`src/rtl/vga_timing_pkg.sv`:
```
// 640x480@60 Hz raster timing constants shared by the sync generator and the
// pixel-colouring stage.
package vga_timing_pkg;

    localparam int COUNT_W       = 10;

    localparam int VGA_DIV       = 4;
    localparam int VGA_H_TOTAL   = 800;
    localparam int VGA_H_SYNC    = 96;
    localparam int VGA_H_VIS_START = 144;
    localparam int VGA_H_VIS_END = 783;
    localparam int VGA_V_TOTAL   = 525;
    localparam int VGA_V_SYNC    = 2;
    localparam int VGA_V_VIS_START = 35;
    localparam int VGA_V_VIS_END = 514;

    // Inclusive unsigned range test used for the visible-window decode.
    function automatic logic in_range(
        input logic [COUNT_W-1:0] val,
        input logic [COUNT_W-1:0] lo,
        input logic [COUNT_W-1:0] hi
    );
        return (val >= lo) && (val <= hi);
    endfunction

endpackage

```
`src/rtl/vga_sync_gen_if.sv`:
```
// Raster outputs of the sync generator: counters, sync pulses and strobes.
interface vga_sync_gen_if;
    import vga_timing_pkg::*;

    logic [COUNT_W-1:0] hCount;
    logic [COUNT_W-1:0] vCount;
    logic               bright;
    logic               hSync;
    logic               vSync;
    logic               pix_en;
    logic               frame_tick;

    modport master (
        output hCount, vCount, bright, hSync, vSync, pix_en, frame_tick
    );

    modport slave (
        input hCount, vCount, bright, hSync, vSync, pix_en, frame_tick
    );

endinterface

```
`src/rtl/vga_sync_gen_pix_div.sv`:
```
// Reusable clock-enable divider: pix_en is a registered one-clk pulse on the
// last system clock of every DIV-clock pixel period.
module pix_div #(
    parameter int DIV = 4
) (
    input  logic clk,
    input  logic rst,
    output logic pix_en
);

    localparam int W = $clog2(DIV);

    logic [W-1:0] div_cnt_r;
    logic [W-1:0] div_next_s;
    logic         pix_en_r;

    // Next divider count, wrapping at DIV-1.
    always_comb begin
        div_next_s = div_cnt_r;
        if (div_cnt_r == W'(DIV - 1)) begin
            div_next_s = '0;
        end else begin
            div_next_s = div_cnt_r + W'(1);
        end
    end

    // Divider register; the pulse is decoded from the next count so it lines up with DIV-1.
    always_ff @(posedge clk) begin
        if (rst) begin
            div_cnt_r <= '0;
            pix_en_r  <= 1'b0;
        end else begin
            div_cnt_r <= div_next_s;
            pix_en_r  <= (div_next_s == W'(DIV - 1));
        end
    end

    assign pix_en = pix_en_r;

endmodule

```
`src/rtl/vga_sync_gen.sv`:
```
// VGA raster timing generator: pixel enable, h/v counters and registered
// sync/visible decode aligned with the counters.
module vga_sync_gen
    import vga_timing_pkg::*;
#(
    parameter int DIV         = VGA_DIV,
    parameter int H_TOTAL     = VGA_H_TOTAL,
    parameter int H_SYNC      = VGA_H_SYNC,
    parameter int H_VIS_START = VGA_H_VIS_START,
    parameter int H_VIS_END   = VGA_H_VIS_END,
    parameter int V_TOTAL     = VGA_V_TOTAL,
    parameter int V_SYNC      = VGA_V_SYNC,
    parameter int V_VIS_START = VGA_V_VIS_START,
    parameter int V_VIS_END   = VGA_V_VIS_END
) (
    input  logic                  clk,
    input  logic                  rst,
    vga_sync_gen_if.master        sync
);

    logic               pix_en_s;
    logic [COUNT_W-1:0] h_cnt_r;
    logic [COUNT_W-1:0] v_cnt_r;
    logic [COUNT_W-1:0] h_next_s;
    logic [COUNT_W-1:0] v_next_s;
    logic               frame_wrap_s;
    logic               hsync_next_s;
    logic               vsync_next_s;
    logic               bright_next_s;
    logic               hsync_r;
    logic               vsync_r;
    logic               bright_r;
    logic               frame_tick_r;

    pix_div #(.DIV(DIV)) u_pix_div (
        .clk    (clk),
        .rst    (rst),
        .pix_en (pix_en_s)
    );

    // Next-state counters; they only move on the edge that ends a pixel.
    always_comb begin
        h_next_s     = h_cnt_r;
        v_next_s     = v_cnt_r;
        frame_wrap_s = 1'b0;
        if (pix_en_s) begin
            if (h_cnt_r == COUNT_W'(H_TOTAL - 1)) begin
                h_next_s = '0;
                if (v_cnt_r == COUNT_W'(V_TOTAL - 1)) begin
                    v_next_s     = '0;
                    frame_wrap_s = 1'b1;
                end else begin
                    v_next_s = v_cnt_r + COUNT_W'(1);
                end
            end else begin
                h_next_s = h_cnt_r + COUNT_W'(1);
            end
        end else begin
            h_next_s = h_cnt_r;
        end
    end

    // Decode from next-state counts so the registered flags never lag the counters.
    always_comb begin
        hsync_next_s  = (h_next_s >= COUNT_W'(H_SYNC));
        vsync_next_s  = (v_next_s >= COUNT_W'(V_SYNC));
        bright_next_s = in_range(h_next_s, COUNT_W'(H_VIS_START), COUNT_W'(H_VIS_END)) &&
                        in_range(v_next_s, COUNT_W'(V_VIS_START), COUNT_W'(V_VIS_END));
    end

    // Counter and output registers; reset abandons the current line and frame.
    always_ff @(posedge clk) begin
        if (rst) begin
            h_cnt_r      <= '0;
            v_cnt_r      <= '0;
            hsync_r      <= 1'b0;
            vsync_r      <= 1'b0;
            bright_r     <= 1'b0;
            frame_tick_r <= 1'b0;
        end else begin
            h_cnt_r      <= h_next_s;
            v_cnt_r      <= v_next_s;
            hsync_r      <= hsync_next_s;
            vsync_r      <= vsync_next_s;
            bright_r     <= bright_next_s;
            frame_tick_r <= frame_wrap_s;
        end
    end

    assign sync.hCount     = h_cnt_r;
    assign sync.vCount     = v_cnt_r;
    assign sync.hSync      = hsync_r;
    assign sync.vSync      = vsync_r;
    assign sync.bright     = bright_r;
    assign sync.pix_en     = pix_en_s;
    assign sync.frame_tick = frame_tick_r;

endmodule
```
`src/flat_wrapper.sv`:
```
// flat-port wrapper written by rule: the top's interface ports become plain ports
module vga_sync_gen_flat import vga_timing_pkg::*;
#(
    parameter int DIV         = VGA_DIV,
    parameter int H_TOTAL     = VGA_H_TOTAL,
    parameter int H_SYNC      = VGA_H_SYNC,
    parameter int H_VIS_START = VGA_H_VIS_START,
    parameter int H_VIS_END   = VGA_H_VIS_END,
    parameter int V_TOTAL     = VGA_V_TOTAL,
    parameter int V_SYNC      = VGA_V_SYNC,
    parameter int V_VIS_START = VGA_V_VIS_START,
    parameter int V_VIS_END   = VGA_V_VIS_END
)
  (clk, rst, sync_hCount, sync_vCount, sync_bright, sync_hSync, sync_vSync, sync_pix_en, sync_frame_tick);
  vga_sync_gen_if sync_i ();
  input  logic clk;
  input  logic rst;
  output wire logic [$bits(sync_i.hCount)-1:0] sync_hCount;
  output wire logic [$bits(sync_i.vCount)-1:0] sync_vCount;
  output wire logic [$bits(sync_i.bright)-1:0] sync_bright;
  output wire logic [$bits(sync_i.hSync)-1:0] sync_hSync;
  output wire logic [$bits(sync_i.vSync)-1:0] sync_vSync;
  output wire logic [$bits(sync_i.pix_en)-1:0] sync_pix_en;
  output wire logic [$bits(sync_i.frame_tick)-1:0] sync_frame_tick;
  assign sync_hCount = sync_i.hCount;
  assign sync_vCount = sync_i.vCount;
  assign sync_bright = sync_i.bright;
  assign sync_hSync = sync_i.hSync;
  assign sync_vSync = sync_i.vSync;
  assign sync_pix_en = sync_i.pix_en;
  assign sync_frame_tick = sync_i.frame_tick;
  vga_sync_gen #(.DIV(DIV), .H_TOTAL(H_TOTAL), .H_SYNC(H_SYNC), .H_VIS_START(H_VIS_START), .H_VIS_END(H_VIS_END), .V_TOTAL(V_TOTAL), .V_SYNC(V_SYNC), .V_VIS_START(V_VIS_START), .V_VIS_END(V_VIS_END)) u_core (.clk(clk), .rst(rst), .sync(sync_i));
endmodule
```
`config.mk`:
```
export PLATFORM = sky130hd
export DESIGN_NAME = vga_sync_gen_flat
export DESIGN_NICKNAME = d
export VERILOG_FILES = /design/src/rtl/vga_timing_pkg.sv /design/src/rtl/vga_sync_gen_if.sv /design/src/rtl/vga_sync_gen_pix_div.sv /design/src/rtl/vga_sync_gen.sv /design/src/flat_wrapper.sv
export SDC_FILE = /design/constraint.sdc
export NUM_CORES = 1
export LEC_CHECK = 0
export CORE_MARGIN = 2
export CORE_UTILIZATION = 40
export CTS_CLUSTER_SIZE = 30
export DETAILED_ROUTE_END_ITERATION = 8
export PLACE_DENSITY_LB_ADDON = 0.25
export SLEW_MARGIN = 10
export SYNTH_ARGS = -nofsm -noshare
export SYNTH_HDL_FRONTEND = slang
export SYNTH_HIERARCHICAL = 1
export SYNTH_SLANG_ARGS = --single-unit
```
`constraint.sdc`:
```
create_clock -name clk -period 5.1 [get_ports clk]
set_input_delay 1.275 -clock clk [delete_from_list [all_inputs] [get_ports clk]]
set_output_delay 1.275 -clock clk [all_outputs]
set_load 0.05 [all_outputs]
```
==> results.py, run 1 <==
metrics = {
    "logic_synthesis": {
        "synth_top_area_share_pct": 32.1,
        "synthCells": 201,
        "synth_compound_area_share_pct": 18.6,
        "synth_top_family_by_area": "simple AND/OR/NAND/NOR gates",
        "synth-simple-area-share_pct": 33.4,
        "synthTopCellsByArea": "dfxtp_1, nor2_1, nor3_1",
        "yosys_register_bits": 27,
        "syn_area_mm2": 0.00168,
        "synthArstFlopShare_pct": 0,
        "synthDistinctLibCells": 59,
        "yosys_warnings": 6,
        "yosysTopAreaCell": "dfxtp_1",
        "synthFlopType": "dfxtp_1",
        "synth_edf_count": 0,
        "synthesis.nets": 208,
        "yosysSeqAreaShare_pct": 32.1,
        "synth_fa_ha_area_share_pct": 3.71,
        "synth_xor_area_share_pct": 5.20,
        "avgSynthCellArea_um2": 8.38,
        "post_synth_mux_area_share_pct": 0.594,
    },
    "global_routing": {
        "grt_max_degree": 28,
        "grt_remaining_overflow": 0,
        "grt_pass1_wl_um": 5930,
        "grt_antenna_before_repair": 0,
        "grt_pass1_vias": 1260,
        "grtUsageTotal_pct": 16.4,
    },
    "layout": {
        "final_nets": 227,
        "drive_above_1_share_pct": 7.76,
        "multi_input_area_mm2": 0.00103,
        "final_design_area_no_fill_mm2": 0.00197,
        "regArea_um2": 541,
        "nFillCells": 406,
        "area_growth_pct": 17.0,
        "final_common_cell": "dfxtp_1",
        "final_cell_mix": "dfxtp_1, clkdlybuf4s50_1, nor2_1, nand2_1",
        "antenna_cells": 0,
    },
    "clock_tree": {
        "clock_sinks": 27,
        "cts_tree": "done",
        "htree_levels": 1,
        "clock-root-buffer": "clkbuf_8",
        "cts.path.max_buffers": 2,
        "clkLatencyLatePin_ns": 0.27,
        "path_clk_slew_ns": 0.09,
        "holdBufCountCts": 0,
        "post_cts_buffers": 0,
        "cts_resized": 0,
        "cts_buffers": 3,
    },
    "die": {
        "io_pins": 27,
        "core_mm2": 0.00403,
        "die_w_um": 68.9,
        "start_util_pct": 41.8,
        "die_h_um": 68.9,
        "die-area_mm2": 0.00475,
        "row_count": 23,
    },
    "setup_path": {
        "reg2reg_depth": 7,
        "reg2reg_from": "u_core/sync.hCount[0]",
        "cp_num_buf_inv": 1,
        "crit_path_max_fanout": 11,
        "cpLargestDelayFamily": "buffers and inverters",
        "cp-endpoint": "sync_vCount[3]",
        "critical_path.startpoint": "u_core/sync.vCount[3]",
        "critPathMaxStageDelay_ns": 0.88,
        "cp.depth": 1,
        "cp_slowest_cell": "clkdlybuf4s50_1",
        "cp_cell_sequence": "clkdlybuf4s50_1",
        "r2r_slack_ns": 2.47,
        "critPathRequiredTime_ns": 3.83,
        "r2r_end": "u_core/sync.bright",
        "criticalPathCategory": "flip-flop to primary output",
        "critPathArrivalTime_ns": 1.70,
        "start_kind": "flip-flop",
        "endpoint_kind": "primary output",
    },
    "placed_design": {
        "port_buffers": 26,
        "place_congestion": 0.829,
        "dp_hpwl_um": 2520,
        "post_dp_cell_area_mm2": 0.00192,
    },
    "power": {
        "p_seq_share_pct": 61.6,
        "p_per_area_mw_per_mm2": 179,
        "power.leakage_nw": 0.618,
        "clock_power_share_pct": 33.9,
        "combPwrFrac_pct": 4.5,
        "swShare_pct": 22.4,
        "ir_drop_mv": 0.0911,
        "p_switching_mw": 0.0791,
        "p_int_mw": 0.275,
    },
    "status": {
        "status": "finished, final reports clean",
    },
    "timing": {
        "max_slew_margin_pct": 33.4,
        "hold_viol": 0,
        "setup_violations": 0,
        "period_minus_slack_ns": 2.97,
        "clock_skew_ns": 0.00166,
        "period_share_pct": 58.3,
        "worst_pin_slew_ns": 0.996,
        "fmax_mhz": 336,
        "setup_tns_ns": 0,
        "rsz0062_at_grt": "no",
        "slew_viol_final": 0,
    },
    "route": {
        "via_per_inst": 5.61,
        "firstDrtPassIters": 4,
        "antenna_left": 0,
        "drt-wirelength-per-cell_um": 13.4,
        "num_vias": 1509,
        "drc": 0,
        "finalWirelength_um": 3590,
        "drt_iter0_drc": 102,
    },
    "flow_run": {
        "cap_violations": 0,
    },
    "worst_hold_path": {
        "hp-class": "flip-flop to flip-flop",
    },
}
-- Yosys cell counts, drive strengths merged (2+ instances only) --
master	number
dfxtp	27
nor2	23
nor3	16
nand2	14
o21ai	13
a21oi	10
buf	9
nand3	9
inv	7
nand4	7
xor2	6
ha	5
or3	4
xnor2	4
a211oi	3
clkbuf	3
or4	3
and3	2
and4b	2
nor2b	2
nor3b	2
nor4	2
o31ai	2
-- layer usage --
layer  vias to the layer above  part of all wire (%)  global-route usage (%)
met3                         2                   4.6                    2.60
met4                         0                  0.81                    5.15
met5                         -                     0                       0
met2                        31                    45                    25.6
li1                        775                     -                       -
met1                       701                    50                    23.2
-- cell families (layout without fill, tap and decap cells) --
family	Yosys count	in the layout
simple gates	95	95
compound gates	44	44
flops	27	27
buf+inv	19	37
xor+xnor	10	10
fa+ha+maj	5	5
mux	1	1
-- registers in the layout (all words and copies together), names as in the netlist --
signal,flops
u_core/sync.bright,1
u_core/sync.vCount,10
u_core/u_pix_div/pix_en,1
u_core/sync.hCount,10
u_core/sync.hSync,1
u_core/sync.vSync,1
u_core/u_pix_div/div_cnt_r,2
u_core/sync.frame_tick,1
-- worst min path at each step --
stage / cells after the start / from / slack (ns) / end
finish: 1 / u_core/u_pix_div/div_cnt_r[0] / 0.47 / u_core/u_pix_div/div_cnt_r[0]
CTS: 1 / u_core/u_pix_div/div_cnt_r[0] / 0.47 / u_core/u_pix_div/div_cnt_r[0]
floorplan: 1 / u_core/u_pix_div/div_cnt_r[0] / 0.43 / u_core/u_pix_div/div_cnt_r[0]
global route: 1 / u_core/u_pix_div/div_cnt_r[0] / 0.50 / u_core/u_pix_div/div_cnt_r[0]
global placement: 1 / u_core/u_pix_div/div_cnt_r[0] / 0.45 / u_core/u_pix_div/div_cnt_r[0]
detailed placement: 1 / u_core/u_pix_div/div_cnt_r[0] / 0.46 / u_core/u_pix_div/div_cnt_r[0]
-- final cells by class --
type / count / share of cell area [%]
clock buffers: 3 / 2.10
clock inverters: 1 / 0.254
flip-flops and latches: 27 / 27.4
multi-input cells: 155 / 52.5
well taps: 50 / 3.17
inverters: 7 / 1.33
repair buffers: 26 / 13.2
-- through the flow --
step / cells / utilization [%] / worst slack, ns / hold WS (ns) / power, mW
after floorplan: 201 / - / 2.41 / 0.433 / 0.233
after global placement: 265 / 47.8 / 2.34 / 0.454 / 0.239
after detailed placement: 265 / 47.8 / 2.34 / 0.460 / 0.239
after CTS: 269 / 48.9 / 2.14 / 0.473 / 0.360
after global routing: 269 / 48.9 / 2.08 / 0.501 / 0.370
final: 269 / 48.9 / 2.13 / 0.468 / 0.354
-- power by group through the flow --
stage          sequential [mW]  clock, mW  combinational, mW
2_1_floorplan            0.226          0            0.00798
3_3_place_gp             0.223          0             0.0160
3_5_place_dp             0.223          0             0.0162
4_1_cts                  0.218      0.125             0.0163
5_1_grt                  0.218      0.134             0.0176
6_report                 0.218      0.120             0.0161
(Power assumes the default switching activity.)
==> inputs of run 2 (changes only) <==
==> constraint.sdc (replaced) <==
create_clock -name clk -period 3 [get_ports clk]
set_input_delay 0.75 -clock clk [delete_from_list [all_inputs] [get_ports clk]]
set_output_delay 0.75 -clock clk [all_outputs]
set_load 0.05 [all_outputs]
==> results.py, run 2 (same netlist as run 1, synthesis figures left out) <==
metrics = {
    "status": {
        "status": "finished, final reports clean",
    },
    "placed_design": {
        "place_congestion": 0.845,
        "dp_hpwl_um": 2790,
        "post_dp_cell_area_mm2": 0.00198,
        "port_buffers": 26,
    },
    "setup_path": {
        "cp_slowest_cell": "or4b_1",
        "cp_cell_sequence": "inv_1, ha_1, nor3b_2, and4b_1, nor2_1, a221o_1, or4b_1, a311oi_1",
        "crit_path_max_fanout": 8,
        "endpoint_kind": "flip-flop",
        "critPathArrivalTime_ns": 2.76,
        "critPathMaxStageDelay_ns": 0.47,
        "reg2reg_from": "u_core/sync.vCount[1]",
        "cpLargestDelayFamily": "simple AND/OR/NAND/NOR gates",
        "start_kind": "flip-flop",
        "cp_num_buf_inv": 1,
        "criticalPathCategory": "flip-flop to flip-flop",
        "critPathRequiredTime_ns": 3.17,
        "critical_path.startpoint": "u_core/sync.vCount[1]",
    },
    "layout": {
        "final_cell_mix": "dfxtp_1, clkdlybuf4s50_1, nor2_1, nand2_1",
        "final_design_area_no_fill_mm2": 0.00202,
        "drive_above_1_share_pct": 10.6,
        "antenna_cells": 0,
        "area_growth_pct": 20.1,
        "final_common_cell": "dfxtp_1",
        "final_nets": 234,
    },
    "global_routing": {
        "grt_max_degree": 18,
        "grtUsageTotal_pct": 18.0,
        "grt_antenna_before_repair": 0,
        "grt_pass1_wl_um": 6530,
        "grt_remaining_overflow": 0,
        "grt_pass1_vias": 1380,
    },
    "power": {
        "ir_drop_mv": 0.207,
        "p_seq_share_pct": 61.4,
        "swShare_pct": 22.3,
        "power.leakage_nw": 0.655,
        "finalPower_mw": 0.603,
        "p_int_mw": 0.468,
        "p_per_area_mw_per_mm2": 298,
        "combPwrFrac_pct": 5.0,
        "p_switching_mw": 0.134,
        "clock_power_share_pct": 33.7,
    },
    "die": {
        "io_pins": 27,
        "die-area_mm2": 0.00475,
        "start_util_pct": 41.8,
        "row_count": 23,
        "die_h_um": 68.9,
        "die_w_um": 68.9,
        "core_mm2": 0.00403,
    },
    "timing": {
        "hold_viol": 0,
        "rsz0062_at_grt": "no",
        "setup_tns_ns": 0,
        "whs_ns": 0.462,
        "setup_violations": 0,
        "clock_skew_ns": 0.00486,
        "slew_viol_final": 0,
        "period_minus_slack_ns": 2.58,
        "period_share_pct": 86.1,
        "worst_pin_slew_ns": 0.560,
        "max_slew_margin_pct": 62.6,
        "fmax_mhz": 387,
    },
    "clock_tree": {
        "clock-root-buffer": "clkbuf_8",
        "holdBufCountCts": 0,
        "cts_tree": "done",
        "cts_buffers": 3,
        "clock_sinks": 27,
        "cts_resized": 0,
        "post_cts_buffers": 0,
        "path_clk_slew_ns": 0.09,
        "clkLatencyLatePin_ns": 0.27,
        "htree_levels": 1,
        "cts.path.max_buffers": 2,
    },
    "flow_run": {
        "cap_violations": 0,
    },
    "route": {
        "antenna_left": 0,
        "drt-wirelength-per-cell_um": 13.9,
        "num_vias": 1532,
        "drc": 0,
        "drt_iter0_drc": 133,
        "via_per_inst": 5.55,
        "firstDrtPassIters": 5,
        "finalWirelength_um": 3820,
    },
    "worst_hold_path": {
        "hp-class": "flip-flop to flip-flop",
        "hold_start": "u_core/u_pix_div/div_cnt_r[0]",
    },
}
[run 2: layer usage]
layer  track usage (%)  share of wire (%)  routed length [um]  up-vias
li1                  -                  -                   -      787
met1              25.3                 51                1970      707
met2              28.4                 43                1660       34
met3              2.44                3.5                 133        4
met4              5.64                1.6                  60        0
met5                 0                  0                   0        -
[run 2: layout make-up]
cell class                 instances  area, um2
tap                               50       62.6
clock inverter                     1       5.00
inverter                           7       26.3
sequential                        27        541
fill                             410       2010
multi-input combinational        155       1030
timing repair buffer              33        313
clock buffer                       3       41.3
[run 2: power by group through the flow]
stage          clock network [mW]  logic [mW]  registers, mW
6_report                    0.203      0.0299          0.370
3_3_place_gp                    0      0.0296          0.378
2_1_floorplan                   0      0.0136          0.383
4_1_cts                     0.215      0.0300          0.370
5_1_grt                     0.227      0.0337          0.371
3_5_place_dp                    0      0.0299          0.378
[run 2: worst register-to-register path, stage by stage (launching register included)]
cell	delay [ns]
dfxtp_1	0.40
inv_1	0.12
ha_1	0.14
nor3b_2	0.23
and4b_1	0.40
nor2_1	0.11
a221o_1	0.35
or4b_1	0.47
a311oi_1	0.27
[run 2: path summary, 6_finish.rpt]
check,slack [ns],to,cells after the start
hold / removal,0.46,u_core/u_pix_div/div_cnt_r[0],1
setup / recovery,0.42,u_core/sync.bright,8
setup reg to reg,0.42,u_core/sync.bright,8
hold reg to reg,0.46,u_core/u_pix_div/div_cnt_r[0],1
[run 2: through the flow]
step,std cells,worst slack [ns],util (%)
finish,276,0.416,50.2
global route,276,0.210,50.2
CTS,276,0.411,50.2
detailed placement,272,0.449,49.1
global placement,272,0.502,49.1
floorplan,201,0.312,-
==> inputs of run 3 (changes only) <==
--- a/config.mk
+++ b/config.mk
@@ -5,6 +5,7 @@
 export SDC_FILE = /design/constraint.sdc
 export NUM_CORES = 1
 export LEC_CHECK = 0
+export ABC_AREA = 0
 export CORE_MARGIN = 2
 export CORE_UTILIZATION = 40
 export CTS_CLUSTER_SIZE = 30
==> results of run 3 <==
The final DEF is identical to that of run 2; final timing and power are the same.
